### src/rtl/bram_rr_arbiter.sv
// Round-robin arbiter sharing one registered-read BRAM port among NumReq requesters.
// Bursts are bounded to MaxBurst accepts; responses return to their owner two cycles after accept.
module bram_rr_arbiter #(
  parameter int unsigned NumReq    = 4,
  parameter int unsigned DataWidth = 8,
  parameter int unsigned Depth     = 1024,
  parameter int unsigned AddrWidth = $clog2(Depth + 1),
  parameter int unsigned MaxBurst  = 4
) (
  input  logic                          clk_i,
  input  logic                          rst_n_i,
  input  logic [NumReq-1:0]             req_valid_i,
  output logic [NumReq-1:0]             req_ready_o,
  input  logic [NumReq-1:0]             req_write_i,
  input  logic [NumReq*AddrWidth-1:0]   req_addr_i,
  input  logic [NumReq*DataWidth-1:0]   req_data_i,
  output logic [NumReq-1:0]             rsp_valid_o,
  output logic [DataWidth-1:0]          rsp_data_o,
  output logic [$clog2(NumReq)-1:0]     grant_idx_o,
  output logic                          bram_write_en_o,
  output logic [AddrWidth-1:0]          bram_addr_o,
  output logic [DataWidth-1:0]          bram_data_o,
  input  logic [DataWidth-1:0]          bram_data_i
);

  localparam int unsigned IdxWidth = $clog2(NumReq);
  localparam int unsigned CntWidth = $clog2(MaxBurst + 1);

  typedef enum logic {
    IDLE  = 1'b0,
    BURST = 1'b1
  } state_e;

  state_e                state_q, state_d;
  logic [IdxWidth-1:0]   owner_q, owner_d;
  logic [CntWidth-1:0]   burst_cnt_q, burst_cnt_d;
  logic                  write_en_q, write_en_d;
  logic [AddrWidth-1:0]  addr_q, addr_d;
  logic [DataWidth-1:0]  data_q, data_d;
  logic                  tag1_vld_q, tag1_vld_d;
  logic [IdxWidth-1:0]   tag1_idx_q, tag1_idx_d;
  logic                  tag2_vld_q, tag2_vld_d;
  logic [IdxWidth-1:0]   tag2_idx_q, tag2_idx_d;

  logic                  keep_owner;
  logic                  grant_vld;
  logic [IdxWidth-1:0]   grant_idx;
  logic [IdxWidth-1:0]   cand;

  logic [AddrWidth-1:0]  addr_arr [NumReq];
  logic [DataWidth-1:0]  data_arr [NumReq];

  for (genvar i = 0; i < NumReq; i++) begin : g_unpack
    assign addr_arr[i] = req_addr_i[i*AddrWidth +: AddrWidth];
    assign data_arr[i] = req_data_i[i*DataWidth +: DataWidth];
  end

  // (base + off) mod NumReq without a divider; off never exceeds NumReq.
  function automatic logic [IdxWidth-1:0] next_idx(input logic [IdxWidth-1:0] base,
                                                   input int unsigned off);
    logic [IdxWidth:0] sum;
    sum = {1'b0, base} + (IdxWidth+1)'(off);
    if (sum >= (IdxWidth+1)'(NumReq)) sum = sum - (IdxWidth+1)'(NumReq);
    return sum[IdxWidth-1:0];
  endfunction

  // Owner is searched last so it only continues past its burst when nobody else wants the port.
  always_comb begin
    keep_owner = (state_q == BURST) && req_valid_i[owner_q] &&
                 (burst_cnt_q < CntWidth'(MaxBurst));
    grant_vld  = keep_owner;
    grant_idx  = owner_q;
    cand       = '0;
    if (!keep_owner) begin
      for (int unsigned k = 1; k <= NumReq; k++) begin
        cand = next_idx(owner_q, k);
        if (!grant_vld && req_valid_i[cand]) begin
          grant_vld = 1'b1;
          grant_idx = cand;
        end
      end
    end
  end

  always_comb begin
    req_ready_o = '0;
    if (grant_vld && rst_n_i) req_ready_o[grant_idx] = 1'b1;
  end

  always_comb begin
    state_d     = state_q;
    owner_d     = owner_q;
    burst_cnt_d = burst_cnt_q;
    write_en_d  = 1'b0;
    addr_d      = addr_q;
    data_d      = data_q;
    tag1_vld_d  = grant_vld;
    tag1_idx_d  = grant_vld ? grant_idx : tag1_idx_q;
    tag2_vld_d  = tag1_vld_q;
    tag2_idx_d  = tag1_idx_q;
    if (grant_vld) begin
      state_d     = BURST;
      owner_d     = grant_idx;
      burst_cnt_d = keep_owner ? burst_cnt_q + CntWidth'(1) : CntWidth'(1);
      write_en_d  = req_write_i[grant_idx];
      addr_d      = addr_arr[grant_idx];
      data_d      = data_arr[grant_idx];
    end else begin
      state_d = IDLE;
    end
  end

  always_ff @(posedge clk_i) begin
    if (!rst_n_i) begin
      state_q     <= IDLE;
      owner_q     <= IdxWidth'(NumReq - 1);
      burst_cnt_q <= '0;
      write_en_q  <= 1'b0;
      addr_q      <= '0;
      data_q      <= '0;
      tag1_vld_q  <= 1'b0;
      tag1_idx_q  <= '0;
      tag2_vld_q  <= 1'b0;
      tag2_idx_q  <= '0;
    end else begin
      state_q     <= state_d;
      owner_q     <= owner_d;
      burst_cnt_q <= burst_cnt_d;
      write_en_q  <= write_en_d;
      addr_q      <= addr_d;
      data_q      <= data_d;
      tag1_vld_q  <= tag1_vld_d;
      tag1_idx_q  <= tag1_idx_d;
      tag2_vld_q  <= tag2_vld_d;
      tag2_idx_q  <= tag2_idx_d;
    end
  end

  always_comb begin
    rsp_valid_o = '0;
    if (tag2_vld_q) rsp_valid_o[tag2_idx_q] = 1'b1;
  end

  assign rsp_data_o      = bram_data_i;
  assign grant_idx_o     = owner_q;
  assign bram_write_en_o = write_en_q;
  assign bram_addr_o     = addr_q;
  assign bram_data_o     = data_q;

endmodule

### config.mk
export PLATFORM = sky130hd
export DESIGN_NAME = bram_rr_arbiter
export DESIGN_NICKNAME = d
export VERILOG_FILES = /design/src/rtl/bram_rr_arbiter.sv
export SDC_FILE = /design/constraint.sdc
export NUM_CORES = 1
export LEC_CHECK = 0
export ABC_CLOCK_PERIOD_IN_PS = 5800
export BUFFER_PORTS_ARGS = -buffer_cell sky130_fd_sc_hd__buf_4
export CORE_MARGIN = 1.5
export CORE_UTILIZATION = 47
export DETAILED_ROUTE_END_ITERATION = 16
export PLACE_DENSITY = 0.95
export SLEW_MARGIN = 15
export SYNTH_ARGS = -nofsm -noshare
export SYNTH_HDL_FRONTEND = slang
export SYNTH_SLANG_ARGS = --single-unit
### constraint.sdc
create_clock -name clk_i -period 5.8 [get_ports clk_i]
set_input_delay 0.29 -clock clk_i [delete_from_list [all_inputs] [get_ports clk_i]]
set_output_delay 0.29 -clock clk_i [all_outputs]
set_load 0.005 [all_outputs]
==> results.yml, run 1 <==
outcome:
  status: "completed"
global_route:
  grt_pass1_vias: 2140
  overflow: 0
  grt_usage_pct: 23.8
  grt_pass1_wl_um: 9630
  antenna_found_initial: 0
  grt_max_degree: 46
clock_network:
  cts_hold_buf: 0
  cts_num_sinks: 31
  postCtsSetupBuffers: 0
  cts_tree: "done"
  clock-root-buffer: "clkbuf_8"
  cts_resized: 0
  clk_pin_slew_ns: 0.06
  cts_made_buffers: 5
  cts_htree_levels: 2
  clk_latency_ns: 0.28
  cts_max_path_buffers: 2
critical_path:
  endpoint_kind: "primary output"
  cp_data_arrival_time_ns: 3.31
  cp.required_ns: 5.51
  r2r_start: "grant_idx_o[1]$_SDFFE_PN1P_"
  reg2reg_depth: 7
  start_kind: "flip-flop"
  crit_fanout: 45
  crit_type: "reg2out"
  crit_start: "grant_idx_o[1]$_SDFFE_PN1P_"
route:
  dr_wl_met2_um: 3250
  antenna_left: 0
  wl_um: 6240
  post-route-drc-count: 0
  wl_met1_um: 2370
  wl_per_cell_um: 16.0
  dr.pass1.iters: 4
  viasPerCell: 5.73
  drt_iter0_drc: 159
  wl_met3_um: 457
  via_count: 2235
  top_layer: "met4"
synthesis:
  ys_ff_latch: 31
  syn-num-nets: 341
  syn_area_mm2: 0.00224
  synth_cells: 246
  yosys-top-cells-area: "dfxtp_1 28%, mux2i_1 19%, a221o_1 8.5%"
  yosysUniqueCellTypes: 47
  yosysSeqAreaShare_pct: 27.8
  syn_area_per_cell_um2: 9.09
  ys_warn_count: 0
  synth_top_area_share_pct: 27.8
  synth_area_leader_cell: "dfxtp_1"
timing:
  fin_skew_ns: 0.00690
  finalCritPeriodShare_pct: 62.0
  finalMaxSlewViolations: 0
  clock.fmax_mhz: 278
  worst_pin_slew_ns: 0.990
  finalSetupTns_ns: 0
  rsz0062_at_grt: "false"
  setup_viol: 0
  period_minus_slack_ns: 3.60
  max_slew_margin_pct: 33.9
  final-hold-violation-count: 0
floorplan:
  die_x_um: 72.0
  fp.dieArea_mm2: 0.00518
  dieHeight_um: 72.0
  initial_core_util_pct: 50.0
  ios: 132
  row_count: 24
  core_mm2: 0.00447
hold_path:
  min_path_cells: 2
  hold_start: "rst_n_i"
  hold_path.class: "in2reg"
run:
  maxCapViolations: 0
placement:
  hpwlAfterDp_um: 4690
  gp_congestion: 0.815
  io_buffer_count: 115
pwr:
  p_leak_nw: 1.47
  ir_worst_vdd_mv: 0.163
  power.total_w: 0.00100
  power_density_mw_per_mm2: 328
layout:
  multiInputGateArea_mm2: 0.00138
  fill_cells: 337
  drive_gt1_share_pct: 40.5
  antenna_cells: 0
  fin_nets: 432
  syn_to_final_growth_pct: 37.1
  regArea_um2: 621
[through the flow]
stage | hold slack, ns | area [µm²] | cells | setup WS (ns) | util [%]
floorplan | 0.430 | 2240 | 246 | 3.48 | -
global placement | 0.440 | 2950 | 382 | 2.68 | 65.9
detailed placement | 0.442 | 2950 | 382 | 2.55 | 65.9
CTS | 0.254 | 3070 | 390 | 2.22 | 68.5
global route | 0.271 | 3070 | 390 | 1.91 | 68.5
finish | 0.264 | 3070 | 390 | 2.20 | 68.5
[layout by cell type (no fill, tap or decap), types with 4 or more instances in the layout]
cell type	synthesis	layout
nor3_1	21	21
a221o_1	19	19
nor2_1	27	27
dfxtp_1	31	31
nand2_1	10	10
nor3b_1	6	6
mux2i_1	42	42
and2_1	4	4
o21ai_0	4	4
clkbuf_8	0	6
buf_4	9	116
[final timing paths]
check                           endpoint  slack [ns]
max reg2reg  bram_data_o[7]$_SDFFE_PN0P_        2.58
max                       req_ready_o[2]        2.20
min reg2reg     tag2_idx_q[1]$_SDFF_PN0_        0.46
min          grant_idx_o[0]$_SDFFE_PN1P_        0.26
[synthesized netlist by cell type, drive strengths merged]
| master | count |
|---|---|
| dfxtp | 31 |
| nand2b | 3 |
| nor2 | 27 |
| o31a | 1 |
| nor3 | 21 |
| a21boi | 4 |
| o211ai | 2 |
| clkbuf | 7 |
| o2bb2ai | 1 |
| mux2 | 3 |
| o21ai | 7 |
| nor4 | 1 |
| nand3b | 3 |
| nand3 | 2 |
| o21ba | 1 |
| nand2 | 11 |
| buf | 25 |
| a22oi | 2 |
| or3b | 2 |
| a21oi | 2 |
| a31oi | 1 |
| or4 | 1 |
| mux2i | 43 |
| o221a | 1 |
| a221oi | 1 |
| ha | 1 |
| and2 | 4 |
| inv | 2 |
| a221o | 19 |
| o2111ai | 1 |
| nor3b | 6 |
| and3 | 2 |
| o22ai | 2 |
| a211oi | 1 |
| nor2b | 2 |
| o211a | 2 |
| o32a | 1 |
[metal layers]
metal,GRT usage [%],vias up
met5,0,-
met4,9.85,0
met3,8.75,14
met2,41.2,103
met1,26.4,1022
li1,-,1096
[power by group]
| group | total [W] | leakage (nW) | internal (W) | switching (W) |
|---|---|---|---|---|
| clock network | 0.000218 | 0.0612 | 0.000139 | 0.0000787 |
| registers | 0.000323 | 0.258 | 0.000272 | 0.0000517 |
| logic | 0.000464 | 1.15 | 0.000246 | 0.000218 |
[cell families after synthesis]
family | count (synthesis) | share of synthesized area, %
adder cells (fa/ha/maj) | 1 | 0.560
buffers and inverters | 34 | 10.4
flip-flops | 31 | 27.8
AND/OR/NAND/NOR | 85 | 19.8
AO/OA/AOI/OAI | 49 | 20.1
multiplexers | 46 | 21.5
[cell type report]
cell class | count | area share [%]
Clock buffer | 6 | 2.69
Clock inverter | 2 | 1.14
Inverter | 2 | 0.245
Multi-Input combinational cell | 181 | 45.1
Sequential cell | 31 | 20.2
Tap cell | 52 | 2.12
Timing Repair Buffer | 116 | 28.4
[critical path, cell delays in order (launching register included)]
cell       delay (ns)
dfxtp_1          0.81
mux2i_4          0.38
o21ai_0          0.19
o21ai_0          0.25
o21ba_2          0.21
o2bb2ai_4        0.76
nor3b_1          0.27
buf_4            0.14
[state kept, by name, summed over array words and instances, names as in the netlist]
| register | cells |
|---|---|
| bram_addr_o | 11 |
| bram_data_o | 8 |
| burst_cnt_q | 3 |
| grant_idx_o | 2 |
| tag1_idx_q | 2 |
| tag2_idx_q | 2 |
| bram_write_en_o | 1 |
| state_q | 1 |
| tag2_vld_q | 1 |
Power figures use the tool's default switching activity.
==> inputs of run 2 (changes only) <==
Settings changed: ABC_CLOCK_PERIOD_IN_PS 5800 to 3800, CORE_UTILIZATION 47 to 44, PLACE_DENSITY 0.95 to 0.92.
Clock period 5.8 ns to 3.8 ns, I/O delays scaled along.
==> run 2 against run 1 <==
Effect of this change:
- cell area up 0.86%
- count of clock-buffer cells in the layout unchanged
- total power up 54%
- sequential cell count unchanged
- combinational power up 53%
- clock power up 56%
- critical path depth down 1
- cell count up 4.1%
- routed wire length up 1.4%
- first-iteration DRC count up 60%
- worst hold slack worse by 0.11 ns
- largest cell class unchanged
==> results.yml, run 2 (synthesis results as in run 1) <==
outcome:
  status: "completed"
timing:
  finalMaxSlewViolations: 0
  period_minus_slack_ns: 3.26
  final-hold-violation-count: 0
  max_slew_margin_pct: 47.2
  clock.fmax_mhz: 307
  worst_pin_slew_ns: 0.791
  setup_viol: 0
  fin_skew_ns: 0.00847
  rsz0062_at_grt: "false"
  finalSetupTns_ns: 0
  finalCritPeriodShare_pct: 85.7
layout:
  layoutNonFillerInstCount: 406
  mostFrequentLayoutCells: "117 x buf_4, 42 x mux2i_1, 31 x dfxtp_1"
  syn_to_final_growth_pct: 38.3
  drive_gt1_share_pct: 40.7
  fill_cells: 424
  antenna_cells: 0
  regArea_um2: 621
  largest_register_ffs: 11
  multiInputGateArea_mm2: 0.00138
  final_common_cell: "buf_4"
  fin_nets: 433
placement:
  hpwlAfterDp_um: 4750
  io_buffer_count: 115
  dp.cells: 398
  gp_congestion: 0.913
critical_path:
  cp.required_ns: 3.61
  crit_type: "reg2out"
  start_kind: "flip-flop"
  reg2reg_to: "bram_addr_o[5]$_SDFFE_PN0P_"
  cp_data_arrival_time_ns: 3.07
  endpoint_kind: "primary output"
  r2r_start: "grant_idx_o[1]$_SDFFE_PN1P_"
  crit_fanout: 44
  ff2ff_setup_slack_ns: 0.65
  reg2reg_depth: 8
clock_network:
  cts_max_path_buffers: 2
  cts_htree_levels: 2
  cts_resized: 0
  cts_num_sinks: 31
  clk_latency_ns: 0.28
  postCtsSetupBuffers: 0
  cts_tree: "done"
  cts_hold_buf: 0
  clk_pin_slew_ns: 0.07
  cts_made_buffers: 5
  clock-root-buffer: "clkbuf_8"
floorplan:
  core_mm2: 0.00482
  die_x_um: 74.3
  fp.dieArea_mm2: 0.00552
  row_count: 25
  ios: 132
  dieHeight_um: 74.3
  initial_core_util_pct: 46.4
route:
  dr.pass1.iters: 5
  drt_iter0_drc: 254
  via_count: 2233
  antenna_left: 0
  viasPerCell: 5.50
  wl_um: 6320
  wl_per_cell_um: 15.6
  post-route-drc-count: 0
global_route:
  grt_pass1_wl_um: 9150
  grt_usage_pct: 21.4
  grt_max_degree: 45
  antenna_found_initial: 0
  grt_pass1_vias: 2004
  overflow: 0
run:
  maxCapViolations: 0
hold_path:
  hold_start: "rst_n_i"
  hold_path.class: "in2reg"
  whs_endpoint: "grant_idx_o[0]$_SDFFE_PN1P_"
  min_path_cells: 2
pwr:
  p_leak_nw: 1.47
  power_density_mw_per_mm2: 500
  ir_worst_vdd_mv: 0.334
run 2: cell count changes in the layout (fill, tap and decap cells not counted):
cell and change:
buf_4 +1
run 2: how the worst max path moves through the flow:
stage | endpoint | from | cells past startpoint
final | req_ready_o[1] | grant_idx_o[1]$_SDFFE_PN1P_ | 6
after global placement | bram_data_o[7]$_SDFFE_PN0P_ | grant_idx_o[1]$_SDFFE_PN1P_ | 7
after detailed placement | bram_data_o[7]$_SDFFE_PN0P_ | grant_idx_o[1]$_SDFFE_PN1P_ | 7
after CTS | req_ready_o[1] | grant_idx_o[1]$_SDFFE_PN1P_ | 6
after floorplan | bram_addr_o[6]$_SDFFE_PN0P_ | grant_idx_o[1]$_SDFFE_PN1P_ | 10
after global routing | req_ready_o[2] | grant_idx_o[1]$_SDFFE_PN1P_ | 7
run 2: cell type report:
type,instances,share of cell area [%]
clock inverter,2,1.13
tap,67,2.71
timing repair buffer,117,28.4
multi-input combinational,181,44.8
sequential,31,20.1
inverter,2,0.243
clock buffer,6,2.67
run 2: power breakdown:
part,internal (W),total [W],switching (W)
sequential,0.000415,0.000495,0.0000799
clock,0.000212,0.000339,0.000127
combinational,0.000382,0.000712,0.000330
run 2: layer usage:
layer	track usage (%)	vias to the layer above	wire, µm
li1	-	1089	-
met1	27.3	1023	2480
met2	35.5	108	3340
met3	3.93	13	357
met4	8.69	0	144
met5	0	-	0
run 2: worst max-delay path: stages (launching register included):
cell,delay (ns)
dfxtp_1,0.84
mux2i_4,0.39
nor2_1,0.07
or4_1,0.64
nand2_8,0.39
nor3b_1,0.27
buf_4,0.15
run 2: metrics by stage:
stage	hold WS, ns	power (W)	cell area (µm²)	setup slack, ns	util (%)
2_1_floorplan	0.430	0.000992	2240	1.48	-
3_3_place_gp	0.380	0.00118	2970	0.791	61.7
3_5_place_dp	0.380	0.00121	2970	0.665	61.7
4_1_cts	0.149	0.00155	3090	0.555	64.2
5_1_grt	0.170	0.00163	3090	0.401	64.2
6_report	0.156	0.00155	3090	0.544	64.2
==> inputs of run 3 (changes only) <==
Settings changed: CORE_ASPECT_RATIO set to 1.5, CORE_UTILIZATION 44 to 24, PLACE_DENSITY 0.92 to 0.6.
==> run 3 against run 2 <==
Effect of this change:
- cell count rose by 11%
- combinational power fell by 3%
- register-to-register slack barely moved
- highest routed layer unchanged
- clock skew fell by 0.0046 ns
- maximum frequency fell by 6.4%
- setup slack got worse by 0.22 ns
- first-iteration DRC count fell by 71%
- sequential cell count did not move
- via count fell by 4.3%
- core utilization fell by 29 points
- sequential power barely moved
- routed wire length fell by 5.9%
==> results.yml, run 3 (synthesis results as in run 1) <==
layout:
  antenna_cells: 0
  fin_nets: 432
  regArea_um2: 621
  largest_register_ffs: 11
  fill_cells: 957
  multiInputGateArea_mm2: 0.00138
  fin_util_pct: 34.8
  syn_to_final_growth_pct: 42.4
  drive_gt1_share_pct: 40.5
  mostFrequentLayoutCells: "116 x buf_4, 42 x mux2i_1, 31 x dfxtp_1"
  final_common_cell: "buf_4"
global_route:
  grt_usage_pct: 11.7
  antenna_found_initial: 0
  grt_pass1_wl_um: 9000
  overflow: 0
  grt_max_degree: 46
  grt_pass1_vias: 2001
timing:
  max_slew_margin_pct: 34.5
  setup_viol: 0
  worst_pin_slew_ns: 0.981
  whs_ns: 0.170
  fin_skew_ns: 0.00390
  finalSetupTns_ns: 0
  period_minus_slack_ns: 3.48
  clock.fmax_mhz: 287
  final-hold-violation-count: 0
  rsz0062_at_grt: "false"
  setup_ws_ns: 0.320
  finalCritPeriodShare_pct: 91.6
  finalMaxSlewViolations: 0
floorplan:
  row_count: 43
  ios: 132
  initial_core_util_pct: 24.4
  die_x_um: 81.8
  fp.dieArea_mm2: 0.00992
  core_mm2: 0.00915
  dieHeight_um: 121
pwr:
  power_density_mw_per_mm2: 505
  power.total_w: 0.00161
  p_leak_nw: 1.48
  ir_worst_vdd_mv: 0.208
critical_path:
  r2r_start: "grant_idx_o[1]$_SDFFE_PN1P_"
  crit_path_end: "req_ready_o[2]"
  critPathTopFamily: "compound AO/OA/AOI/OAI gates"
  slowest_stage: "dfxtp_1"
  crit_start: "grant_idx_o[1]$_SDFFE_PN1P_"
  crit_fanout: 45
  path_depth: 7
  cp_data_arrival_time_ns: 3.29
  crit_buf_inv: 1
  cp.required_ns: 3.61
  reg2reg_depth: 7
  start_kind: "flip-flop"
  crit_path_max_incr_delay_ns: 0.82
  endpoint_kind: "primary output"
  cpMostUsedCell: "o21ai_0"
  reg2reg_to: "bram_data_o[2]$_SDFFE_PN0P_"
  ff2ff_setup_slack_ns: 0.66
  crit_type: "reg2out"
  worstPathCellList: "mux2i_4, o21ai_0, o21ai_0, o21ba_2, o2bb2ai_4, nor3b_1, buf_4"
clock_network:
  clock-root-buffer: "clkbuf_16"
  clk_latency_ns: 0.27
  cts_made_buffers: 5
  cts_num_sinks: 31
  cts_resized: 0
  cts_max_path_buffers: 2
  clk_pin_slew_ns: 0.05
  cts_hold_buf: 0
  cts_htree_levels: 2
  postCtsSetupBuffers: 0
  cts_tree: "done"
route:
  wl_um: 5950
  post-route-drc-count: 0
  via_count: 2137
  viasPerCell: 4.75
  antenna_left: 0
  dr.pass1.iters: 4
  wl_per_cell_um: 13.2
  drt_iter0_drc: 73
outcome:
  status: "completed"
hold_path:
  hold_path.class: "in2reg"
placement:
  gp_congestion: 0.828
  hpwlAfterDp_um: 4550
  io_buffer_count: 115
  pre_cts_ws_ns: 0.608
run:
  maxCapViolations: 0
## run 3: cell count changes in the layout (fill, tap and decap cells not counted), sizes merged
cell / previous run / this run
buf: 117 / 116
bufinv: 1 / 0
clkbuf: 6 / 7
clkinv: 1 / 0
clkinvlp: 0 / 1
## run 3: how the worst min path moves through the flow
stage / to / cells past startpoint / from / slack [ns]
2_1_floorplan: tag2_idx_q[1]$_SDFF_PN0_ / 1 / tag1_idx_q[1]$_SDFFE_PN0P_ / 0.43
3_3_place_gp: rsp_data_o[3] / 0 / bram_data_i[3] / 0.38
3_5_place_dp: rsp_data_o[3] / 0 / bram_data_i[3] / 0.38
4_1_cts: grant_idx_o[0]$_SDFFE_PN1P_ / 2 / rst_n_i / 0.17
5_1_grt: grant_idx_o[0]$_SDFFE_PN1P_ / 2 / rst_n_i / 0.18
6_report: grant_idx_o[0]$_SDFFE_PN1P_ / 2 / rst_n_i / 0.17
## run 3: worst register-to-register path, stage by stage (launching register included)
cell and delay, ns:
dfxtp_1 0.82, mux2i_4 0.39, o21ai_0 0.17, o21ai_0 0.22, o21ba_2 0.21, o2bb2ai_4 0.76
nor3_1 0.16, a221o_1 0.30
## run 3: where the power goes
group	total, W	switching, W	internal [W]
clock	0.000420	0.000141	0.000278
sequential	0.000493	0.0000774	0.000415
combinational	0.000694	0.000319	0.000375
## run 3: metal layers
metal | track usage (%) | wire length (µm)
met5 | 0 | 0
met4 | 4.98 | 141
met3 | 3.23 | 390
met2 | 20.6 | 3130
met1 | 12.7 | 2290
## run 3: layout make-up
class / instances / share of cell area (%)
repair buffers: 116 / 27.4
flip-flops and latches: 31 / 19.5
clock inverters: 1 / 0.236
clock buffers: 7 / 4.80
inverters: 2 / 0.236
well taps: 112 / 4.40
multi-input cells: 181 / 43.5
## run 3: per-stage QoR
stage / cell area, µm² / std cells
3_3_place_gp: 3020 / 442
3_5_place_dp: 3020 / 442
6_report: 3180 / 450
5_1_grt: 3180 / 450
4_1_cts: 3180 / 450
2_1_floorplan: 2240 / 246
